**src/rtl/mfp_multi_digit_display_pwm_if.sv**
```systemverilog
`default_nettype none
// +----------------------------------------------------------------------------+
// | Module   : mfp_multi_digit_display_pwm_if                                  |
// | Brief    : Input bundle and segment/anode outputs of the display driver.   |
// | Revision : 1.0                                                             |
// +----------------------------------------------------------------------------+
interface mfp_multi_digit_display_pwm_if #(
  parameter int N_DIGITS = 8,
  parameter int PWM_BITS = 4
);
  logic [4*N_DIGITS-1:0] number;
  logic [N_DIGITS-1:0]   dots;
  logic [N_DIGITS-1:0]   digit_en;
  logic                  blank_lz;
  logic [PWM_BITS-1:0]   brightness;
  logic [6:0]            seven_segments;
  logic                  dot;
  logic [N_DIGITS-1:0]   anodes;
  logic                  frame_start;

  modport master (
    output number, dots, digit_en, blank_lz, brightness,
    input  seven_segments, dot, anodes, frame_start
  );

  modport slave (
    input  number, dots, digit_en, blank_lz, brightness,
    output seven_segments, dot, anodes, frame_start
  );
endinterface
`default_nettype wire

```
**src/rtl/mfp_multi_digit_display_pwm.sv**
```systemverilog
`default_nettype none
// +----------------------------------------------------------------------------+
// | Module   : mfp_multi_digit_display_pwm                                     |
// | Brief    : Self-timed N-digit 7-segment multiplexer with PWM brightness.   |
// | Revision : 1.0                                                             |
// +----------------------------------------------------------------------------+
module mfp_multi_digit_display_pwm #(
  parameter int N_DIGITS    = 8,
  parameter int REFRESH_DIV = 16384,
  parameter int PWM_BITS    = 4
) (
  input  logic clock,
  input  logic resetn,
  mfp_multi_digit_display_pwm_if.slave bus
);

  localparam int c_P_BITS = $clog2(REFRESH_DIV);
  localparam int c_I_BITS = (N_DIGITS > 1) ? $clog2(N_DIGITS) : 1;
  localparam logic [c_P_BITS-1:0] c_P_LAST = c_P_BITS'(REFRESH_DIV - 1);
  localparam logic [c_I_BITS-1:0] c_I_LAST = c_I_BITS'(N_DIGITS - 1);

  logic [c_P_BITS-1:0]   r_p;
  logic [c_I_BITS-1:0]   r_i;
  logic [4*N_DIGITS-1:0] r_num;
  logic [N_DIGITS-1:0]   r_dots;
  logic [N_DIGITS-1:0]   r_en;
  logic                  r_blz;
  logic [PWM_BITS-1:0]   r_br;
  logic [6:0]            r_seg;
  logic                  r_dot;
  logic [N_DIGITS-1:0]   r_an;
  logic                  r_fs;

  logic                  w_cap;
  logic [3:0]            w_nib;
  logic [N_DIGITS-1:0]   w_lz;
  logic                  w_blank;
  logic [PWM_BITS-1:0]   w_phase;
  logic [N_DIGITS-1:0]   w_an;

  function automatic logic [6:0] hex_to_seg(input logic [3:0] nib);
    logic [6:0] seg;
    seg = 7'h7F;
    case (nib)
      4'h0: seg = 7'b1000000;
      4'h1: seg = 7'b1111001;
      4'h2: seg = 7'b0100100;
      4'h3: seg = 7'b0110000;
      4'h4: seg = 7'b0011001;
      4'h5: seg = 7'b0010010;
      4'h6: seg = 7'b0000010;
      4'h7: seg = 7'b1111000;
      4'h8: seg = 7'b0000000;
      4'h9: seg = 7'b0010000;
      4'hA: seg = 7'b0001000;
      4'hB: seg = 7'b0000011;
      4'hC: seg = 7'b1000110;
      4'hD: seg = 7'b0100001;
      4'hE: seg = 7'b0000110;
      4'hF: seg = 7'b0001110;
      default: seg = 7'h7F;
    endcase
    return seg;
  endfunction

  assign w_cap   = (r_p == '0) && (r_i == '0);
  assign w_nib   = r_num[{r_i, 2'b00} +: 4];
  assign w_phase = r_p[c_P_BITS-1 -: PWM_BITS];
  assign w_blank = (r_i != '0) && r_blz && w_lz[r_i];

  // w_lz[k]: every nibble from the top digit down to k is zero
  always_comb begin
    logic w_run;
    w_run = 1'b1;
    w_lz  = '0;
    for (int k = N_DIGITS - 1; k >= 0; k--) begin
      w_run   = w_run & (r_num[4*k +: 4] == 4'h0);
      w_lz[k] = w_run;
    end
  end

  // p == 0 is the anti-ghosting guard cycle of every slot
  always_comb begin
    w_an = '1;
    if ((r_p != '0) && r_en[r_i] && (r_br > w_phase)) begin
      w_an[r_i] = 1'b0;
    end
  end

  always_ff @(posedge clock or negedge resetn) begin
    if (!resetn) begin
      r_p    <= '0;
      r_i    <= '0;
      r_num  <= '0;
      r_dots <= '0;
      r_en   <= '0;
      r_blz  <= 1'b0;
      r_br   <= '0;
      r_seg  <= 7'h7F;
      r_dot  <= 1'b1;
      r_an   <= '1;
      r_fs   <= 1'b0;
    end else begin
      if (r_p == c_P_LAST) begin
        r_p <= '0;
        r_i <= (r_i == c_I_LAST) ? '0 : r_i + 1'b1;
      end else begin
        r_p <= r_p + 1'b1;
      end
      if (w_cap) begin
        r_num  <= bus.number;
        r_dots <= bus.dots;
        r_en   <= bus.digit_en;
        r_blz  <= bus.blank_lz;
        r_br   <= bus.brightness;
      end
      r_seg <= w_blank ? 7'h7F : hex_to_seg(w_nib);
      r_dot <= ~r_dots[r_i];
      r_an  <= w_an;
      r_fs  <= w_cap;
    end
  end

  assign bus.seven_segments = r_seg;
  assign bus.dot            = r_dot;
  assign bus.anodes         = r_an;
  assign bus.frame_start    = r_fs;

endmodule
`default_nettype wire

```
**src/flat_wrapper.sv**
```systemverilog
// flat-port wrapper written by rule: the top's interface ports become plain ports
module mfp_multi_digit_display_pwm_flat 
#(
  parameter int N_DIGITS    = 8,
  parameter int REFRESH_DIV = 16384,
  parameter int PWM_BITS    = 4
)
  (clock, resetn, bus_number, bus_dots, bus_digit_en, bus_blank_lz, bus_brightness, bus_seven_segments, bus_dot, bus_anodes, bus_frame_start);
  mfp_multi_digit_display_pwm_if #(.N_DIGITS(N_DIGITS), .PWM_BITS(PWM_BITS)) bus_i ();
  input  logic clock;
  input  logic resetn;
  input wire logic [$bits(bus_i.number)-1:0] bus_number;
  input wire logic [$bits(bus_i.dots)-1:0] bus_dots;
  input wire logic [$bits(bus_i.digit_en)-1:0] bus_digit_en;
  input wire logic [$bits(bus_i.blank_lz)-1:0] bus_blank_lz;
  input wire logic [$bits(bus_i.brightness)-1:0] bus_brightness;
  output wire logic [$bits(bus_i.seven_segments)-1:0] bus_seven_segments;
  output wire logic [$bits(bus_i.dot)-1:0] bus_dot;
  output wire logic [$bits(bus_i.anodes)-1:0] bus_anodes;
  output wire logic [$bits(bus_i.frame_start)-1:0] bus_frame_start;
  assign bus_i.number = bus_number;
  assign bus_i.dots = bus_dots;
  assign bus_i.digit_en = bus_digit_en;
  assign bus_i.blank_lz = bus_blank_lz;
  assign bus_i.brightness = bus_brightness;
  assign bus_seven_segments = bus_i.seven_segments;
  assign bus_dot = bus_i.dot;
  assign bus_anodes = bus_i.anodes;
  assign bus_frame_start = bus_i.frame_start;
  mfp_multi_digit_display_pwm #(.N_DIGITS(N_DIGITS), .REFRESH_DIV(REFRESH_DIV), .PWM_BITS(PWM_BITS)) u_core (.clock(clock), .resetn(resetn), .bus(bus_i));
endmodule
```
**config.mk**
```make
export PLATFORM = sky130hd
export DESIGN_NAME = mfp_multi_digit_display_pwm_flat
export DESIGN_NICKNAME = d
export VERILOG_FILES = /design/src/rtl/mfp_multi_digit_display_pwm_if.sv /design/src/rtl/mfp_multi_digit_display_pwm.sv /design/src/flat_wrapper.sv
export SDC_FILE = /design/constraint.sdc
export NUM_CORES = 1
export LEC_CHECK = 0
export BUFFER_PORTS_ARGS = -buffer_cell sky130_fd_sc_hd__buf_2
export CORE_ASPECT_RATIO = 0.75
export CORE_MARGIN = 2
export CORE_UTILIZATION = 55
export DETAILED_ROUTE_END_ITERATION = 7
export PLACE_DENSITY = 0.76
export SLEW_MARGIN = 0
export SYNTH_ARGS = -nofsm -noshare
export SYNTH_HDL_FRONTEND = slang
export SYNTH_SLANG_ARGS = --single-unit
```
**constraint.sdc**
```tcl
create_clock -name clock -period 5.6 [get_ports clock]
set_input_delay 1.68 -clock clock [delete_from_list [all_inputs] [get_ports clock]]
set_output_delay 1.68 -clock clock [all_outputs]
set_load 0.01 [all_outputs]
```
==> reports/summary.txt, run 1 <==
outcome: completed
Setup CP Type: flip-flop to flip-flop
Final WS setup: 2.51 ns
Critical Path AT: 3.38 ns
Cells after Synth: 339
residual DRC count: 0
critical path launch point type: flip-flop
Post-synth EDFFs: 0
LEAKAGE: 2.21 nW
worst clock skew: 0.00949 ns
top post-synthesis cells by area: dfrtp_1, mux2_4, dfstp_2
Final min period: 3.09 ns
top layer in use: met4
post-synth cell types: 46
H-tree depth: 3
maximum fanout along the worst path: 24
post-synth top area cell: dfrtp_1
endpoints failing hold: 0
Avg Inst Size Synth: 13.1 µm²
DRT antenna net count: 0
Hold WC Path Type: flip-flop to flip-flop
fillers: 631
CTS Buf Count: 9
Yosys reg bits: 87
P per Cell Area: 236 mW/mm²
routed len/inst: 16.7 µm
latest clock arrival within the worst-skew pair: 0.37 ns
CTS Hold Bufs: 0
routed wire length: 8630 µm
layout cells sized above 1: 0.416
Syn-to-layout area delta: 12.0%
vias in the first global route: 2776
Worst-path clk slew: 0.09 ns
# rows: 28
Synth Cell Area: 0.00443 mm²
met3 WL: 612 µm
Hold Crit Depth: 1
total grt overflow: 0
Slew Limit Fails: 0
Post-Syn Nets: 409
# nets final: 478
M1 WL: 4230 µm
Post-CTS Setup Bufs: 0
initial antenna violation count: 0
clk sink count: 87
Clock Path Buffers: 2
met2 routed WL: 3720 µm
DR pass1 iterations: 4
Initial Util: 0.565
final total power: 1.17 mW
worst r2r path cells: 5
Vias: 2856
DIE WIDTH: 108 µm
Total Neg Setup Slack: 0 ns
Worst VDD drop: 0.147 mV
max cap viols: 0
Top Ports: 72
RSZ-0062 raised after global routing: no
largest net degree at the start of global routing: 88
placer congestion estimate: 0.852
Finish-stage setup viols: 0
Async SR Flop Fraction: 1.00
worst path required time: 5.89 ns
Register Area: 0.00220 mm²
slew margin rel.: 0.277
CTS tree: built
DIE HEIGHT: 81.8 µm
Max Freq: 323 MHz
DR iter-0 viols: 229
Primary FF master, synth: dfrtp_1
pre-CTS WS: 2.55 ns
DIE AREA: 0.00880 mm²
Port Buf Inserts: 71
Seq/Total Area, Yosys: 0.495
Core Region: 0.00785 mm²
final worst path period share: 0.552
clk root buf: clkbuf_8
post_cts resized: 0
Worst-Margin Slew: 1.09 ns
Global Route Usage Sum: 0.215
vias per std cell: 5.51
Multi-input gate area: 0.00203 mm²
Crit. End Element: flip-flop
share of the synthesized area in the top cell type: 0.401
global-route wire length before repair: 14300 µm
Ant. Diodes: 0
Ys Warns: 0
dpl hpwl: 6210 µm
[power by group]
group          switching, mW  internal [mW]
sequential            0.0193          0.656
combinational         0.0442         0.0565
clock                  0.232          0.165
[path summary, 6_finish.rpt]
path,from,endpoint,slack [ns]
worst min register to register,u_core.r_dots[6],u_core.r_dots[6],0.52
worst max-delay path,u_core.r_i[0],u_core.bus.seven_segments[4],2.51
max in group asynchronous,resetn,u_core.r_num[9],3.43
min in group asynchronous,resetn,u_core.r_p[6],1.51
worst max register to register,u_core.r_i[0],u_core.bus.seven_segments[4],2.51
worst min-delay path,u_core.r_dots[6],u_core.r_dots[6],0.52
[routing by layer]
| metal | global-route usage | vias up |
|---|---|---|
| li1 | - | 1349 |
| met1 | 0.322 | 1400 |
| met2 | 0.297 | 100 |
| met3 | 0.0659 | 7 |
| met4 | 0.0667 | 0 |
| met5 | 0 | - |
[worst max-delay path: stages (launching register included)]
cell and delay, ns:
dfrtp_1 1.07, mux4_2 0.61, and2_1 0.18, a21oi_2 0.46, mux2_2 0.41, a211o_1 0.29
[state kept, by name, indices dropped and copies added, names as in the netlist]
name and cells:
u_core.r_num 32, u_core.r_p 14, u_core.bus.anodes 8, u_core.r_dots 8
u_core.r_en 8, u_core.bus.seven_segments 7, u_core.r_br 4, u_core.r_i 3
u_core.bus.dot 1, u_core.bus.frame_start 1, u_core.r_blz 1
[cell usage after synthesis, types with 5 or more instances]
cell / instances
nor2_1: 17
mux2_4: 47
ha_1: 15
mux2_2: 10
inv_1: 13
dfrtp_1: 71
nor4_1: 11
mux2i_1: 10
nor3_1: 6
o21ai_0: 8
buf_12: 5
nand2_1: 26
o22ai_1: 5
nand3_1: 8
dfstp_2: 16
nand4_1: 5
xor2_1: 7
mux4_2: 6
[kinds of logic after synthesis]
family	share of synthesized area
AO/OA/AOI/OAI	0.0497
XOR/XNOR	0.0217
adder cells (fa/ha/maj)	0.0423
buffers and inverters	0.0474
flip-flops	0.495
multiplexers	0.238
AND/OR/NAND/NOR	0.106
[stage by stage]
stage | hold WS (ns) | cells | cell area, µm² | utilization
2_1_floorplan | 0.471 | 339 | 4430 | -
3_3_place_gp | 0.491 | 502 | 4790 | 0.610
3_5_place_dp | 0.492 | 502 | 4790 | 0.610
4_1_cts | 0.517 | 518 | 4970 | 0.633
5_1_grt | 0.535 | 518 | 4970 | 0.633
6_report | 0.515 | 518 | 4970 | 0.633
[placed cells by master, fill, tap and decap left out, types with 2 or more instances in the layout]
| master | instances |
|---|---|
| clkinv_4 | 3 |
| nor2_1 | 17 |
| nor2b_1 | 4 |
| and2_1 | 4 |
| a311o_1 | 2 |
| buf_2 | 70 |
| a21oi_1 | 4 |
| inv_6 | 2 |
| nand4_1 | 5 |
| dfstp_2 | 16 |
| o22ai_1 | 5 |
| and3_1 | 2 |
| xnor2_1 | 4 |
| mux2i_1 | 10 |
| nand2b_1 | 3 |
| mux4_2 | 6 |
| a21oi_2 | 2 |
| dfrtp_1 | 71 |
| o21ai_0 | 8 |
| clkbuf_8 | 9 |
| a211oi_1 | 2 |
| xor2_1 | 7 |
| nand2_1 | 26 |
| inv_1 | 13 |
| a211o_1 | 2 |
| buf_4 | 3 |
| ha_1 | 15 |
| o211ai_1 | 2 |
| nand3_1 | 8 |
| nor3_1 | 6 |
| nor4_1 | 11 |
| mux2_4 | 47 |
| mux2_2 | 10 |
[layout make-up]
cell class | instances | share of cell area
flip-flops and latches | 87 | 0.442
multi-input cells | 223 | 0.409
repair buffers | 73 | 0.0751
well taps | 105 | 0.0264
clock buffers | 9 | 0.0249
clock inverters | 7 | 0.0113
inverters | 14 | 0.0106
Power figures use the tool's default switching activity.
==> run 2: changes to the inputs <==
--- a/config.mk
+++ b/config.mk
@@ -5,12 +5,13 @@
 export SDC_FILE = /design/constraint.sdc
 export NUM_CORES = 1
 export LEC_CHECK = 0
+export ABC_AREA = 1
 export BUFFER_PORTS_ARGS = -buffer_cell sky130_fd_sc_hd__buf_2
 export CORE_ASPECT_RATIO = 0.75
 export CORE_MARGIN = 2
-export CORE_UTILIZATION = 55
+export CORE_UTILIZATION = 51
 export DETAILED_ROUTE_END_ITERATION = 7
-export PLACE_DENSITY = 0.76
+export PLACE_DENSITY = 0.74
 export SLEW_MARGIN = 0
 export SYNTH_ARGS = -nofsm -noshare
 export SYNTH_HDL_FRONTEND = slang
==> constraint.sdc (replaced) <==
create_clock -name clock -period 2.8 [get_ports clock]
set_input_delay 0.84 -clock clock [delete_from_list [all_inputs] [get_ports clock]]
set_output_delay 0.84 -clock clock [all_outputs]
set_load 0.01 [all_outputs]
==> run 2 against run 1 <==
Clock power grew to 3.1 times the previous value. Utilization is 2.0 points lower. Cell area is 4.3% higher. Clock skew is 0.0043 ns lower. Die area is 7.9% higher. Routed wire length is 18% higher. Non-clock buffer count is 1 higher. Sequential share of layout area is 1.8 points lower. Critical path type unchanged. Highest routed layer unchanged.
==> reports/summary.txt, run 2 <==
Synth Cell Area: 0.00445 mm² (+0.40%)
DR pass1 iterations: 4 (unchanged)
Crit. End Element: flip-flop
global-route wire length before repair: 17500 µm (+22%)
final total power: 2.76 mW (+140%)
CTS tree: built
post-synthesis simple-gate area fraction: 0.320 (+0.214)
vias per std cell: 5.05 (-8.3%)
P per Cell Area: 533 mW/mm² (+130%)
Port Buf Inserts: 71 (unchanged)
Cells after Synth: 576 (+70%)
CP startpoint: u_core.r_i[0]
Post-synth EDFFs: 0 (unchanged)
critical path launch point type: flip-flop
Regs by FF count: u_core.r_num (32), u_core.r_p (14)
clk sink count: 87 (unchanged)
Yosys reg bits: 87 (unchanged)
clk root buf: clkbuf_16
RSZ-0062 raised after global routing: no
Clock Path Buffers: 2 (unchanged)
Max Freq: 456 MHz (+41%)
vias in the first global route: 3669 (+32%)
CTS Hold Bufs: 0 (unchanged)
post-synthesis mux area share: 0 (-0.238)
dpl hpwl: 7240 µm (+16%)
hold_ws: 0.455 ns (-0.0600 ns)
adder-cell share of the synthesized area: 0.0422 (-0.000167)
worst path required time: 3.08 ns (-2.81 ns)
post_cts resized: 0 (unchanged)
Critical Path AT: 2.47 ns (-0.91 ns)
layout cells sized above 1: 0.188 (-0.229)
commonest non-fill, non-tap cell in the layout: nand2_1
Hold WC Path Type: primary input to asynchronous set/reset pin
Worst VDD drop: 0.273 mV (+86%)
Final Util: 0.613 (-0.0200)
worst clock skew: 0.00520 ns (-0.00429 ns)
launch point of the worst reg-to-reg path: u_core.r_i[0]
Post-Syn Nets: 646 (+58%)
Combinational Power Share: 0.067 (-0.019)
share of the synthesized area in the top cell type: 0.399 (-0.00158)
max reg flops: 32 (unchanged)
Slew Limit Fails: 0 (unchanged)
Async SR Flop Fraction: 1.00 (unchanged)
Avg Inst Size Synth: 7.73 µm² (-41%)
DIE WIDTH: 112 µm (+3.9%)
Synth Area in XOR/XNOR: 0.0157 (-0.00599)
Primary FF master, synth: dfrtp_1
Post-CTS Setup Bufs: 0 (unchanged)
initial antenna violation count: 0 (unchanged)
maximum fanout along the worst path: 38 (+58%)
H-tree depth: 3 (unchanged)
routed wire length: 10200 µm (+18%)
Setup CP Type: flip-flop to flip-flop
DR iter-0 viols: 280 (+22%)
routed len/inst: 13.5 µm (-19%)
slew margin rel.: 0.241 (-0.0354)
fillers: 723 (+15%)
Synth Area in Compound Gates: 0.0523 (+0.00262)
# nets final: 715 (+50%)
Seq pwr share: 0.487 (-0.089)
Ys Warns: 0 (unchanged)
Finish-stage setup viols: 0 (unchanged)
Final min period: 2.19 ns (-0.900 ns)
Syn-to-layout area delta: 16.4%
Top Ports: 72 (unchanged)
placer congestion estimate: 0.863 (+1.2%)
top post-synthesis cells by area: dfrtp_1, nand2_1, dfstp_2
Initial Util: 0.527 (-0.0385)
Total Neg Setup Slack: 0 ns (unchanged)
Global Route Usage Sum: 0.228 (+0.0134)
# rows: 29 (+3.6%)
Core Region: 0.00845 mm² (+7.7%)
residual DRC count: 0 (unchanged)
clock power share: 0.446 (+0.107)
post-synth top area cell: dfrtp_1
DIE HEIGHT: 84.9 µm (+3.9%)
max cap viols: 0 (unchanged)
most flop-heavy register: u_core.r_num
endpoints failing hold: 0 (unchanged)
largest family of logic cells by synthesized area: simple AND/OR/NAND/NOR gates
LEAKAGE: 2.74 nW (+24%)
DIE AREA: 0.00950 mm² (+7.9%)
top cells by count, synth: nand2_1, dfrtp_1, inv_1
CTS Buf Count: 9 (unchanged)
outcome: completed
Ant. Diodes: 0 (unchanged)
highest-count cells in the layout ignoring fill and taps: nand2_1, dfrtp_1, buf_2
Worst-path clk slew: 0.06 ns (-0.03 ns)
Seq/Total Area, Yosys: 0.494 (-0.00195)
DRT antenna net count: 0 (unchanged)
Switching Power: 635 µW (+110%)
total grt overflow: 0 (unchanged)
final worst path period share: 0.783 (+0.231)
Vias: 3831 (+34%)
largest net degree at the start of global routing: 70 (-20%)
cell with the most instances after synthesis: nand2_1
Worst-Margin Slew: 1.14 ns (+0.0519 ns)
post-synth cell types: 29 (-37%)
latest clock arrival within the worst-skew pair: 0.34 ns (-0.03 ns)
switching part of the total: 0.230 (-0.0219)
Pint: 2.13 mW (+140%)
[run 2: cell count changes after synthesis, moves of 5 or more]
cell,before,now
nand3_1,8,28
nor2_1,17,47
o21ai_0,8,24
inv_1,13,58
buf_12,5,0
nand2_1,26,242
mux2_2,10,0
mux4_2,6,0
nor4_1,11,1
mux2i_1,10,0
mux2_4,47,0
[run 2: worst max-delay path, cell delays in order (launching register included)]
cell,delay [ns]
dfrtp_1,0.36
inv_1,0.19
ha_1,0.27
nand2_1,0.17
nor2_4,0.06
inv_1,0.82
nand2_1,0.16
nand2_1,0.11
[run 2: cells by family (layout without fill, tap and decap cells)]
kind of cell,count (synthesis),after routing
simple gates,347,347
xor+xnor,8,8
flops,87,87
fa+ha+maj,15,15
buf+inv,78,152
compound gates,41,41
[run 2: worst paths after layout]
check / endpoint / slack (ns) / depth (start not counted)
max: u_core.r_num[30] / 0.61 / 7
min: u_core.r_dots[6] / 0.46 / 1
max reg2reg: u_core.r_num[30] / 0.61 / 7
min reg2reg: u_core.r_blz / 0.48 / 2
max in group asynchronous: u_core.bus.seven_segments[5] / 1.66 / 2
min in group clock: u_core.r_blz / 0.48 / 2
[run 2: layer usage]
layer	GRT usage	up-vias	wire length [µm]
met5	0	-	0
met4	0.0741	0	159
met3	0.0486	18	583
met2	0.342	109	4550
met1	0.334	1776	4910
li1	-	1928	-
[run 2: power by group through the flow]
stage / clock (mW) / combinational [mW] / sequential, mW
final: 1.23 / 0.185 / 1.35
after global placement: 0 / 0.179 / 1.36
after CTS: 1.25 / 0.188 / 1.34
after floorplan: 0 / 0.0837 / 1.36
after detailed placement: 0 / 0.187 / 1.37
after global routing: 1.30 / 0.215 / 1.35
[run 2: layout make-up]
| type | count | area (µm²) | share of cell area |
|---|---|---|---|
| clock buffer | 11 | 253 | 0.0488 |
| sequential | 87 | 2200 | 0.424 |
| inverter | 62 | 233 | 0.0449 |
| timing repair buffer | 74 | 393 | 0.0758 |
| multi-input combinational | 411 | 1920 | 0.370 |
| clock inverter | 5 | 56.3 | 0.0109 |
| tap | 108 | 135 | 0.0261 |
[run 2: through the flow]
| stage | instances | cell area (µm²) | setup WS, ns |
|---|---|---|---|
| 3_5_place_dp | 742 | 4870 | 0.677 |
| 5_1_grt | 758 | 5180 | 0.418 |
| 2_1_floorplan | 576 | 4450 | 0.964 |
| 3_3_place_gp | 742 | 4870 | 0.740 |
| 4_1_cts | 758 | 5180 | 0.643 |
| 6_report | 758 | 5180 | 0.608 |
==> run 3: changes to the inputs <==
--- a/config.mk
+++ b/config.mk
@@ -5,13 +5,13 @@
 export SDC_FILE = /design/constraint.sdc
 export NUM_CORES = 1
 export LEC_CHECK = 0
-export ABC_AREA = 1
+export ABC_AREA = 0
 export BUFFER_PORTS_ARGS = -buffer_cell sky130_fd_sc_hd__buf_2
 export CORE_ASPECT_RATIO = 0.75
 export CORE_MARGIN = 2
-export CORE_UTILIZATION = 51
+export CORE_UTILIZATION = 55
 export DETAILED_ROUTE_END_ITERATION = 7
-export PLACE_DENSITY = 0.74
+export PLACE_DENSITY = 0.76
 export SLEW_MARGIN = 0
 export SYNTH_ARGS = -nofsm -noshare
 export SYNTH_HDL_FRONTEND = slang
==> constraint.sdc (replaced) <==
create_clock -name clock -period 2.2 [get_ports clock]
set_input_delay 0.66 -clock clock [delete_from_list [all_inputs] [get_ports clock]]
set_output_delay 0.66 -clock clock [all_outputs]
set_load 0.01 [all_outputs]
==> run 3 against run 2 <==
The flow now finishes with violations (negative setup slack). Fmax is 9.4% lower. Clock power is 17% lower. Clock skew is 0.0056 ns higher. Clock-buffer cell count is 1 lower. Critical path depth is 2 higher. Highest routed layer unchanged. Hold slack worse by 0.14 ns. Combinational power is 75% higher. Routed wire length is 0.24% lower.
==> reports/summary.txt, run 3 (synthesis results as in run 1) <==
total grt overflow: 0 (unchanged)
Clock Path Buffers: 2 (unchanged)
Crit. End Element: flip-flop
# rows: 28 (-3.4%)
residual DRC count: 0 (unchanged)
H-tree depth: 3 (unchanged)
Switching Power: 788 µW (+24%)
Cell Count, Final, Fillers Out: 565 (-25%)
Top Ports: 72 (unchanged)
P per Cell Area: 546 mW/mm² (+2.4%)
placer congestion estimate: 0.882 (+2.2%)
fillers: 532 (-26%)
Port Buf Inserts: 71 (unchanged)
failing checks: negative setup slack
endpoints failing hold: 0 (unchanged)
maximum fanout along the worst path: 18 (-53%)
Vias: 3118 (-19%)
vias per std cell: 5.52 (+9.2%)
Ant. Diodes: 0 (unchanged)
worst path required time: 2.45 ns (-0.63 ns)
clock power share: 0.332 (-0.114)
critical path launch point type: flip-flop
Setup CP Type: flip-flop to flip-flop
clk sink count: 87 (unchanged)
clk root buf: clkbuf_8
LEAKAGE: 2.51 nW (-8.2%)
DIE WIDTH: 108 µm (-3.8%)
placed insts: 539 (-27%)
Total Neg Setup Slack: -10.06 ns (-10.06 ns)
Worst VDD drop: 0.314 mV (+15%)
Combinational Power Share: 0.106 (+0.039)
dpl hpwl: 6950 µm (-4.0%)
Global Route Usage Sum: 0.233 (+0.00463)
switching part of the total: 0.257 (+0.0276)
Design Area, Final: 0.00561 mm² (+8.2%)
Hold WC Path Type: primary input to asynchronous set/reset pin
DRT antenna net count: 0 (unchanged)
Initial Util: 0.565 (+0.0385)
# nets final: 525 (-27%)
final worst path period share: 1.10 (+0.317)
Critical Path AT: 2.67 ns (+0.20 ns)
worst clock skew: 0.0108 ns (+0.00556 ns)
Worst-Margin Slew: 0.665 ns (-0.472 ns)
layout cells sized above 1: 0.528 (+0.341)
DIE HEIGHT: 81.8 µm (-3.7%)
vias in the first global route: 3058 (-17%)
DR pass1 iterations: 4 (unchanged)
Placed Area: 0.00511 mm² (+5.0%)
most flop-heavy register: u_core.r_num
CTS Buf Count: 9 (unchanged)
Core Region: 0.00785 mm² (-7.2%)
DR iter-0 viols: 242 (-14%)
max reg flops: 32 (unchanged)
CTS tree: built
Pint: 2.27 mW (+6.7%)
slew margin rel.: 0.553 (+0.312)
max cap viols: 0 (unchanged)
Final min period: 2.42 ns (+0.227 ns)
routed len/inst: 18.0 µm (+34%)
highest-count cells in the layout ignoring fill and taps: buf_2, dfrtp_1, mux2_4
routed wire length: 10200 µm (-0.24%)
global-route wire length before repair: 15500 µm (-11%)
Finish-stage setup viols: 54 (+54)
outcome: finished with violations
latest clock arrival within the worst-skew pair: 0.37 ns (+0.03 ns)
Slew Limit Fails: 0 (unchanged)
RSZ-0062 raised after global routing: yes
Worst-path clk slew: 0.09 ns (+0.03 ns)
largest net degree at the start of global routing: 88 (+26%)
hold_ws: 0.311 ns (-0.145 ns)
Max Freq: 413 MHz (-9.4%)
Final WS setup: -0.219 ns (-0.827 ns)
final total power: 3.06 mW (+11%)
DIE AREA: 0.00880 mm² (-7.3%)
initial antenna violation count: 0 (unchanged)
Regs by FF count: u_core.r_num (32), u_core.r_p (14)
Syn-to-layout area delta: 26.4%
Seq pwr share: 0.562 (+0.075)
==> run 3: cell types whose count changed in the layout (fill, tap and decap cells not counted), moves of 20 or more <==
cell | before | now
mux2_4 | 0 | 51
nor2_1 | 47 | 16
nand3_1 | 28 | 8
buf_4 | 3 | 34
nand2_1 | 242 | 24
inv_1 | 58 | 12
==> run 3: layout make-up <==
cell class,count,area (µm²),area share
Inverter,14,55.1,0.00982
Tap cell,105,131,0.0234
Clock buffer,10,128,0.0228
Sequential cell,87,2200,0.392
Multi-Input combinational cell,223,2210,0.395
Timing Repair Buffer,120,835,0.149
Clock inverter,6,46.3,0.00826
==> run 3: per-stage QoR <==
stage | utilization | setup WS (ns)
2_1_floorplan | - | -0.0333
3_3_place_gp | 0.652 | -0.125
3_5_place_dp | 0.652 | -0.222
4_1_cts | 0.681 | -0.201
5_1_grt | 0.714 | -0.333
6_report | 0.714 | -0.219
==> run 3: worst paths after layout <==
check | start | endpoint | slack (ns) | cells after the start
setup reg to reg | u_core.r_p[0] | u_core.r_num[10] | -0.22 | 9
max in group asynchronous | resetn | u_core.bus.seven_segments[4] | 1.51 | 2
hold reg to reg | u_core.r_en[0] | u_core.r_en[0] | 0.52 | 1
min in group clock | bus_brightness[0] | u_core.r_br[0] | 0.49 | 3
setup / recovery | u_core.r_p[0] | u_core.r_num[10] | -0.22 | 9
hold / removal | resetn | u_core.r_en[3] | 0.31 | 2
==> run 3: power groups by stage <==
stage | clock, mW | sequential, mW | combinational, mW
floorplan | 0 | 1.74 | 0.140
global placement | 0 | 1.74 | 0.274
detailed placement | 0 | 1.75 | 0.285
CTS | 1.04 | 1.72 | 0.291
global route | 1.10 | 1.73 | 0.353
finish | 1.02 | 1.72 | 0.323
==> run 3: timing repair <==
action | CTS | global route
setup buffers | 3 | 6
hold buffers | 0 | 0
gates cloned | 0 | 1
resized for setup | 9 | 40
setup endpoints to repair | 58 | 67
pin swaps | 1 | 16
==> run 3: critical path, cell delays in order (launching register included) <==
cell and delay (ns):
dfrtp_1 0.39, inv_1 0.07, ha_1 0.14, or4b_4 0.47, nor4_4 0.14, nand4_1 0.19
nor3b_4 0.26, buf_6 0.16, buf_12 0.18, mux2_4 0.31
==> run 3: per-layer routing <==
layer,wire (µm),share of wire,track usage
met5,0,0,0
met4,87,0.0085,0.0603
met3,754,0.074,0.0738
met2,4820,0.47,0.360
met1,4520,0.44,0.321
